## src/rtl/cpu_pkg.sv

```systemverilog
// Shared CPU decode constants: branch opcodes, comparator verdicts and the
// branch-control FSM state encoding.
package cpu_pkg;

  localparam logic [3:0] OP_BEQ = 4'b0110;
  localparam logic [3:0] OP_BGT = 4'b0100;
  localparam logic [3:0] OP_BLT = 4'b0101;

  localparam logic [1:0] BR_TAKEN     = 2'b00;
  localparam logic [1:0] BR_NOT_TAKEN = 2'b01;

  typedef enum logic {
    RUN   = 1'b0,
    FLUSH = 1'b1
  } br_state_e;

  function automatic logic is_branch_op(input logic [3:0] op);
    return (op == OP_BEQ) || (op == OP_BGT) || (op == OP_BLT);
  endfunction

endpackage

```

## src/rtl/br_stat_counter.sv

```systemverilog
// Saturating 16-bit event counter with enable; holds at 16'hFFFF.
module br_stat_counter (
  input  logic        clk,
  input  logic        rst,
  input  logic        en,
  output logic [15:0] count
);

  logic [15:0] count_q;
  logic [15:0] count_d;

  always_comb begin
    count_d = count_q;
    if (en && (count_q != 16'hFFFF)) begin
      count_d = count_q + 16'd1;
    end
  end

  always_ff @(posedge clk or posedge rst) begin
    if (rst) begin
      count_q <= 16'd0;
    end else begin
      count_q <= count_d;
    end
  end

  assign count = count_q;

endmodule

```

## src/rtl/pc_branch_ctrl.sv

```systemverilog
// Program counter owner: redirects fetch on taken beq/bgt/blt and flushes IF/ID.
// Optional branch statistics counters are enabled by defining PC_BRANCH_STATS_EN.
module pc_branch_ctrl
  import cpu_pkg::*;
#(
  parameter int unsigned         ADDR_W       = 16,
  parameter logic [ADDR_W-1:0]   RESET_PC     = '0,
  parameter int unsigned         FLUSH_CYCLES = 1
) (
  input  logic              clk,
  input  logic              rst,
  input  logic              stall,
  input  logic              id_valid,
  input  logic [3:0]        opCode,
  input  logic [1:0]        branch,
  input  logic [ADDR_W-1:0] id_pc,
  input  logic [ADDR_W-1:0] br_offset,
  output logic [ADDR_W-1:0] pc_out,
  output logic              redirect,
  output logic              flush_ifid,
  output logic              busy
`ifdef PC_BRANCH_STATS_EN
  ,
  output logic [15:0]       br_count,
  output logic [15:0]       taken_count
`endif
);

  br_state_e         state_q, state_d;
  logic [1:0]        cnt_q, cnt_d;
  logic [ADDR_W-1:0] pc_q, pc_d;
  logic              redirect_q, redirect_d;
  logic              flush_q, flush_d;
  logic              is_br;
  logic              take;

  assign is_br = is_branch_op(opCode);
  // Reserved verdicts 2'b1x never equal BR_TAKEN, so they fall through as not taken.
  assign take  = id_valid & is_br & (branch == BR_TAKEN) & (state_q == RUN);

  always_comb begin
    state_d    = state_q;
    cnt_d      = cnt_q;
    pc_d       = pc_q;
    redirect_d = 1'b0;
    flush_d    = flush_q;
    case (state_q)
      RUN: begin
        if (take) begin
          pc_d       = id_pc + br_offset;
          redirect_d = 1'b1;
          cnt_d      = 2'(FLUSH_CYCLES);
          flush_d    = 1'b1;
          state_d    = FLUSH;
        end else if (!stall) begin
          pc_d = pc_q + ADDR_W'(1);
        end
      end
      FLUSH: begin
        // The wrong-path slot is being squashed; stall only freezes the PC.
        if (!stall) begin
          pc_d = pc_q + ADDR_W'(1);
        end
        cnt_d = cnt_q - 2'd1;
        if (cnt_q == 2'd1) begin
          flush_d = 1'b0;
          state_d = RUN;
        end
      end
      default: begin
        state_d = RUN;
        flush_d = 1'b0;
      end
    endcase
  end

  always_ff @(posedge clk or posedge rst) begin
    if (rst) begin
      state_q    <= RUN;
      cnt_q      <= 2'd0;
      pc_q       <= RESET_PC;
      redirect_q <= 1'b0;
      flush_q    <= 1'b0;
    end else begin
      state_q    <= state_d;
      cnt_q      <= cnt_d;
      pc_q       <= pc_d;
      redirect_q <= redirect_d;
      flush_q    <= flush_d;
    end
  end

  assign pc_out     = pc_q;
  assign redirect   = redirect_q;
  assign flush_ifid = flush_q;
  assign busy       = flush_q;

`ifdef PC_BRANCH_STATS_EN
  br_stat_counter u_br_cnt (
    .clk   (clk),
    .rst   (rst),
    .en    (id_valid & is_br & (state_q == RUN)),
    .count (br_count)
  );

  br_stat_counter u_taken_cnt (
    .clk   (clk),
    .rst   (rst),
    .en    (take),
    .count (taken_count)
  );
`endif

endmodule

```

## config.mk

```make
export PLATFORM = sky130hd
export DESIGN_NAME = pc_branch_ctrl
export DESIGN_NICKNAME = d
export VERILOG_FILES = /design/src/rtl/cpu_pkg.sv /design/src/rtl/br_stat_counter.sv /design/src/rtl/pc_branch_ctrl.sv
export SDC_FILE = /design/constraint.sdc
export NUM_CORES = 1
export LEC_CHECK = 0
export ABC_CLOCK_PERIOD_IN_PS = 1900
export BUFFER_PORTS_ARGS = -buffer_cell sky130_fd_sc_hd__buf_4
export CORE_MARGIN = 2
export CORE_UTILIZATION = 35
export DETAILED_ROUTE_END_ITERATION = 8
export GPL_TIMING_DRIVEN = 0
export HOLD_SLACK_MARGIN = 0.08
export PLACE_DENSITY = 0.67
export SYNTH_ARGS = -nofsm -noshare
export SYNTH_HDL_FRONTEND = slang
export SYNTH_SLANG_ARGS = --single-unit
```

## constraint.sdc

```tcl
create_clock -name clk -period 1.9 [get_ports clk]
set_input_delay 0.38 -clock clk [delete_from_list [all_inputs] [get_ports clk]]
set_output_delay 0.38 -clock clk [all_outputs]
set_load 0.01 [all_outputs]
```

Word-level counts from Yosys, hierarchy flattened
Index checks and enable logic that the tools add are counted.

Bits in writable memories: 0. Word-level logic and storage cells: 34. Bits in read-only memories: 0. Latch bits: 0. Flip-flop bits (word level): 21. Bits of input ports: 42. Memories: 0. Output and inout port bits: 19.

Reductions and logical operators: 4. Magnitude comparators: 0. $add $sub $neg: 3. Multiplexer cells: 12. Multiply operators: 0. Bitwise gates (word level): 4. Div/mod/pow operators: 0. Eq/ne operators: 6. Shift-type cells: 0.

Operators with widths (count): $mux W16 (2); $pmux W16 S2 (1); $add A16 B1 Y16 const B (1); $add A16 B16 Y16 (1); $eq A4 B3 Y1 const B (3); $mux W1 (5); $pmux W1 S2 (2); $pmux W2 S2 (1); $and A1 B1 Y1 (3); $eq A2 B1 Y1 const B (1); $logic_not A2 Y1 (1); $logic_or A1 B1 Y1 (2); $mux W2 (1); $ne A2 B1 Y1 const B (1); $ne A2 B2 Y1 const B (1); $reduce_and A2 Y1 (1); $sub A2 B1 Y2 const B (1); $not A1 Y1 (1).

Longest topological paths before layout
Depth in word-level cells: 8. Gate-level depth with buffers: 8. Gate-level depth less buffers: 8.

Worst setup path before layout
No wires, ideal clock.

Kind: input to register. From: input port id_pc[0]. To: register pc_q[10], in the netlist pc_out[10]. Path slack: -0.292 ns. Library setup time: 0.124 ns. Cell stages on the path: 8. Required time: 1.776 ns. Arrival: 2.068 ns. Cells stage by stage: ha_1 > fa_1 > a211oi_1 > o21bai_1 > a21oi_1 > nor3b_1 > o311a_1 > o21bai_1.

Word-level cells in the longest chain between the ends: 3.

RTL lines: start: declaration (RTL line pc_branch_ctrl.sv:16) `input logic [ADDR_W-1:0] id_pc,`; $add A16 B16 Y16 (RTL line pc_branch_ctrl.sv:50) `pc_d = id_pc + br_offset;`; $mux W16 (RTL line pc_branch_ctrl.sv:49) `if (take) begin`; $pmux W16 S2 (RTL line pc_branch_ctrl.sv:47) `case (state_q)`; via pc_d[10] (RTL line pc_branch_ctrl.sv:31) `logic [ADDR_W-1:0] pc_q, pc_d;`; end signal: assignment (RTL line pc_branch_ctrl.sv:87) `pc_q <= pc_d;`; end: declaration (RTL line pc_branch_ctrl.sv:31).

The timed path passes the listed nets, and every way through them passes these cells. A chain may end at the register's enable or synchronous reset.

Worst setup path after layout
Ends and elaborated chain as after synthesis.

==> summary.log <==
INFO  floorplan      die_area=0.005930mm2
INFO  worst_hold_path timing.hold.worst.class=input pin to asynchronous set/reset pin
INFO  route          wirelength=4285um
INFO  clock_network  cts-root-buf=sky130_fd_sc_hd__clkbuf_8
INFO  synth          flop_and_latch_count_out_of_synthesis=21
INFO  clock_network  clk_pin_slew=0.08ns
INFO  synth          post_synth_num_cell_types=53
INFO  worst_setup_path worst_path_cell_chain=buf_6, ha_4, fa_2, a211oi_2, o21bai_2, a21oi_2, nor3b_2, o311a_1, o21bai_1
INFO  synth          syn_inst_count=210
INFO  worst_setup_path setup.worst_path.end_class=flop
INFO  worst_setup_path crit_path_end=pc_out[10]$_DFF_PP0_
INFO  clock_network  latest_clock_arrival_within_the_worst_skew_pair=0.26ns
INFO  worst_setup_path crit-reg2reg-capture=pc_out[12]$_DFF_PP0_
INFO  worst_setup_path timing.critical_path.required=2.04ns
INFO  timing         finClkSkew=0.005608ns
INFO  clock_network  h-tree-depth=1
INFO  floorplan      die_h=77.01um
INFO  worst_setup_path regToRegSetupSlack=0.21ns
INFO  route          wire_per_inst=12.28um
INFO  floorplan      coreArea=0.005140mm2
INFO  clock_network  clock_sink_count=21
INFO  placement      dp_hpwl=3392um
INFO  worst_setup_path critPathArrivalTime=2.01ns
INFO  floorplan      fp-row-count=26
INFO  synth          synth_enable_flop_cells=0
INFO  synth          synth_fp_nets=270
INFO  clock_network  cts_tree=built
INFO  global_routing grt_antenna_before_repair=0
INFO  worst_setup_path worstRegToRegCells=6
INFO  global_routing groute.usage.overall=14.91%
INFO  synth          most_frequent_cells_after_synthesis=22 x sky130_fd_sc_hd__a21oi_1, 22 x sky130_fd_sc_hd__nand2_1, 21 x sky130_fd_sc_hd__dfrtp_1, 17 x sky130_fd_sc_hd__ha_1, 16 x sky130_fd_sc_hd__nor2_1
INFO  timing         layout_worst_path_cycle_share=98.50%
INFO  worst_setup_path crit_buf_inv=1
INFO  worst_setup_path crit_start=id_pc[0]
INFO  final_layout   n_fill_cell=505
INFO  synth          syn-cell-area=0.001866mm2
INFO  timing         grt_setup_unrepaired=yes
INFO  power          totalPowerFinal=2.260mW
INFO  route          detailedRoute.firstPassIterationCount=4
INFO  worst_setup_path startpoint_type=input pin
INFO  synth          ys_warn_count=0
INFO  run            maxCapViolations=0
INFO  worst_setup_path criticalPathCategory=input pin to flop
INFO  worst_setup_path crit_family=compound AO/OA/AOI/OAI gates
INFO  floorplan      floorplan.die.width=77.01um
INFO  placement      dp_cells=340
INFO  synth          synthesis.area_per_instance=8.884um2
INFO  status         status=completed
INFO  placement      placement.io_buffers=60
INFO  timing         final-setup-viol-count=0
INFO  timing         finalHoldViolCount=0
INFO  global_routing grt_busiest_layer=met2
INFO  timing         max-slew-margin-rel=47.88%
INFO  worst_setup_path critical_path.slowest_cell=sky130_fd_sc_hd__fa_2
INFO  clock_network  cts_inserted_buffers=3
INFO  global_routing pin_count_of_the_biggest_net_entering_global_routing=22
INFO  floorplan      ioPinCount=61
INFO  timing         final_period_minus_worst_setup_slack=1.871ns
INFO  final_layout   final_core_utilization=50.85%
INFO  final_layout   area_delta_synth_final=40.11%
INFO  final_layout   antennaDiodeCount=0
INFO  final_layout   final_net_count=340
INFO  power          max-vdd-ir-drop=0.3756mV
INFO  timing         max_freq=534.3MHz
INFO  worst_setup_path critical_path.max_stage_delay=0.35ns
INFO  floorplan      start_util=36.30%
INFO  placement      gp_congestion=0.8367
INFO  power          cellLeakagePower=1.181nW
INFO  final_layout   share_of_final_layout_standard_cells_stronger_than_drive_strength_1=36.56%
INFO  timing         final_max_slew_viol_count=0
INFO  global_routing wire_length_of_the_first_global_routing_pass=7445um
INFO  route          via_per_inst=5.046
INFO  synth          synth.top_cell.area_share=28.17%
INFO  global_routing first_global_vias=1663
INFO  worst_setup_path critical_path_depth=9
INFO  synth          yosys.area.top_type=sky130_fd_sc_hd__dfrtp_1
INFO  worst_setup_path origin_of_the_critical_flop_to_flop_path=pc_out[3]$_DFF_PP0_
INFO  clock_network  cts_buffer_depth=2
INFO  worst_setup_path crit_fanout=3
INFO  synth          fraction_of_synthesis_flops_using_an_asynchronous_set_or_reset_pin=100.0%
INFO  timing         fin_worst_hold_slack=0.2655ns
INFO  global_routing use_met3=1.294%
INFO  route          dr_total_vias=1761
INFO  final_layout   layout.cells.non_filler=349
INFO  clock_network  postCtsHoldBufs=0
INFO  route          remaining_drc_errors=0
INFO  timing         worstMarginPinSlew=0.7809ns
INFO  synth          synth-main-ff-cell=sky130_fd_sc_hd__dfrtp_1
INFO  route          antenna_left=0
INFO  global_routing groute.layer.met1.usage=20.54%
INFO  timing         timing.setup.tns=0ns
INFO  synth          ys_seq_area_share=28.17%
INFO  global_routing grt_overflow=0
INFO  synth          synth_area_leaders=sky130_fd_sc_hd__dfrtp_1 28%, sky130_fd_sc_hd__ha_1 11%, sky130_fd_sc_hd__xor2_1 6.6%
INFO  route          first_iter_violations=28
INFO  global_routing met2_demand_to_capacity_share_in_global_routing=25.26%
INFO  power          power.density_cell_area=864.6mW/mm2
==> per-layer routing <==
| metal | up-vias | wire (um) | share of wire (%) |
|---|---|---|---|
| li1 | 907 | - | - |
| met1 | 813 | 2022 | 47 |
| met2 | 39 | 2085 | 49 |
| met3 | 2 | 142 | 3.3 |
| met4 | 0 | 34 | 0.79 |
| met5 | - | 0 | 0 |
==> placed cells by master, fill, tap and decap left out, drive strengths merged, types with 3 or more instances in the layout <==
cell and n:
a21o 4, nand2 22, o21bai 4, a211oi 4
xnor2 12, a21oi 22, clkbuf 7, nand3 7
ha 17, o41ai 3, nand4 4, inv 5
buf 68, and3 5, xor2 14, o21ai 15
nor2 16, dfrtp 21
==> layout make-up <==
type / count / area (um2) / share of cell area [%]
Timing Repair Buffer: 65 / 495.5 / 18.96
Clock buffer: 4 / 45.04 / 1.723
Inverter: 6 / 22.52 / 0.8617
Tap cell: 70 / 87.58 / 3.351
Sequential cell: 21 / 525.5 / 20.11
Buffer: 6 / 37.54 / 1.436
Multi-Input combinational cell: 177 / 1400 / 53.57
==> power breakdown <==
part           internal (mW)  switching [mW]
Combinational          0.617           0.519
Clock                  0.149           0.140
Sequential             0.626           0.210
==> what timing repair did <==
item | CTS | global route
resized for setup | 3 | 15
buffers inserted | 2 | 3
setup endpoints to repair | 2 | 8
endpoints found under the hold margin | 0 | 0
pin swaps | 4 | 7
==> flip-flops by register name (all words and copies together), names as in the netlist <==
register / count
redirect: 1
state_q: 1
pc_out: 16
cnt_q: 2
busy: 1
==> stage by stage <==
| step | setup slack, ns | area [um2] |
|---|---|---|
| 2_1_floorplan | -0.08065 | 1902 |
| 3_3_place_gp | -0.3708 | 2440 |
| 3_5_place_dp | -0.3721 | 2440 |
| 4_1_cts | -0.007126 | 2511 |
| 5_1_grt | -0.07351 | 2614 |
| 6_report | 0.02853 | 2614 |
==> worst min-delay path by stage <==
stage                            to  slack (ns)  depth (start not counted)
6_report        pc_out[0]$_DFF_PP0_        0.27                          2
5_1_grt         pc_out[0]$_DFF_PP0_        0.35                          2
3_3_place_gp   cnt_q[0]$_DFFE_PP0P_        0.47                          1
4_1_cts         pc_out[0]$_DFF_PP0_        0.30                          2
2_1_floorplan      busy$_DFFE_PP0P_        0.36                          1
3_5_place_dp   cnt_q[0]$_DFFE_PP0P_        0.49                          1
==> cells by family (layout without fill, tap and decap cells) <==
| kind of cell | after synthesis | in the layout | synth area share (%) |
|---|---|---|---|
| flops | 21 | 21 | 28.17 |
| simple gates | 67 | 67 | 19.38 |
| xor+xnor | 26 | 26 | 12.21 |
| mux | 2 | 2 | 1.073 |
| buf+inv | 12 | 81 | 3.219 |
| fa+ha+maj | 18 | 18 | 12.47 |
| compound gates | 64 | 64 | 23.47 |
==> worst reg2reg max path, stage by stage (launching register included) <==
cell,delay (ns)
sky130_fd_sc_hd__dfrtp_1,0.43
sky130_fd_sc_hd__and3_4,0.22
sky130_fd_sc_hd__and4b_4,0.26
sky130_fd_sc_hd__and2_4,0.16
sky130_fd_sc_hd__nand3_2,0.08
sky130_fd_sc_hd__xor2_1,0.17
sky130_fd_sc_hd__a221oi_2,0.28
No activity file was read; power rests on OpenSTA's default activity.
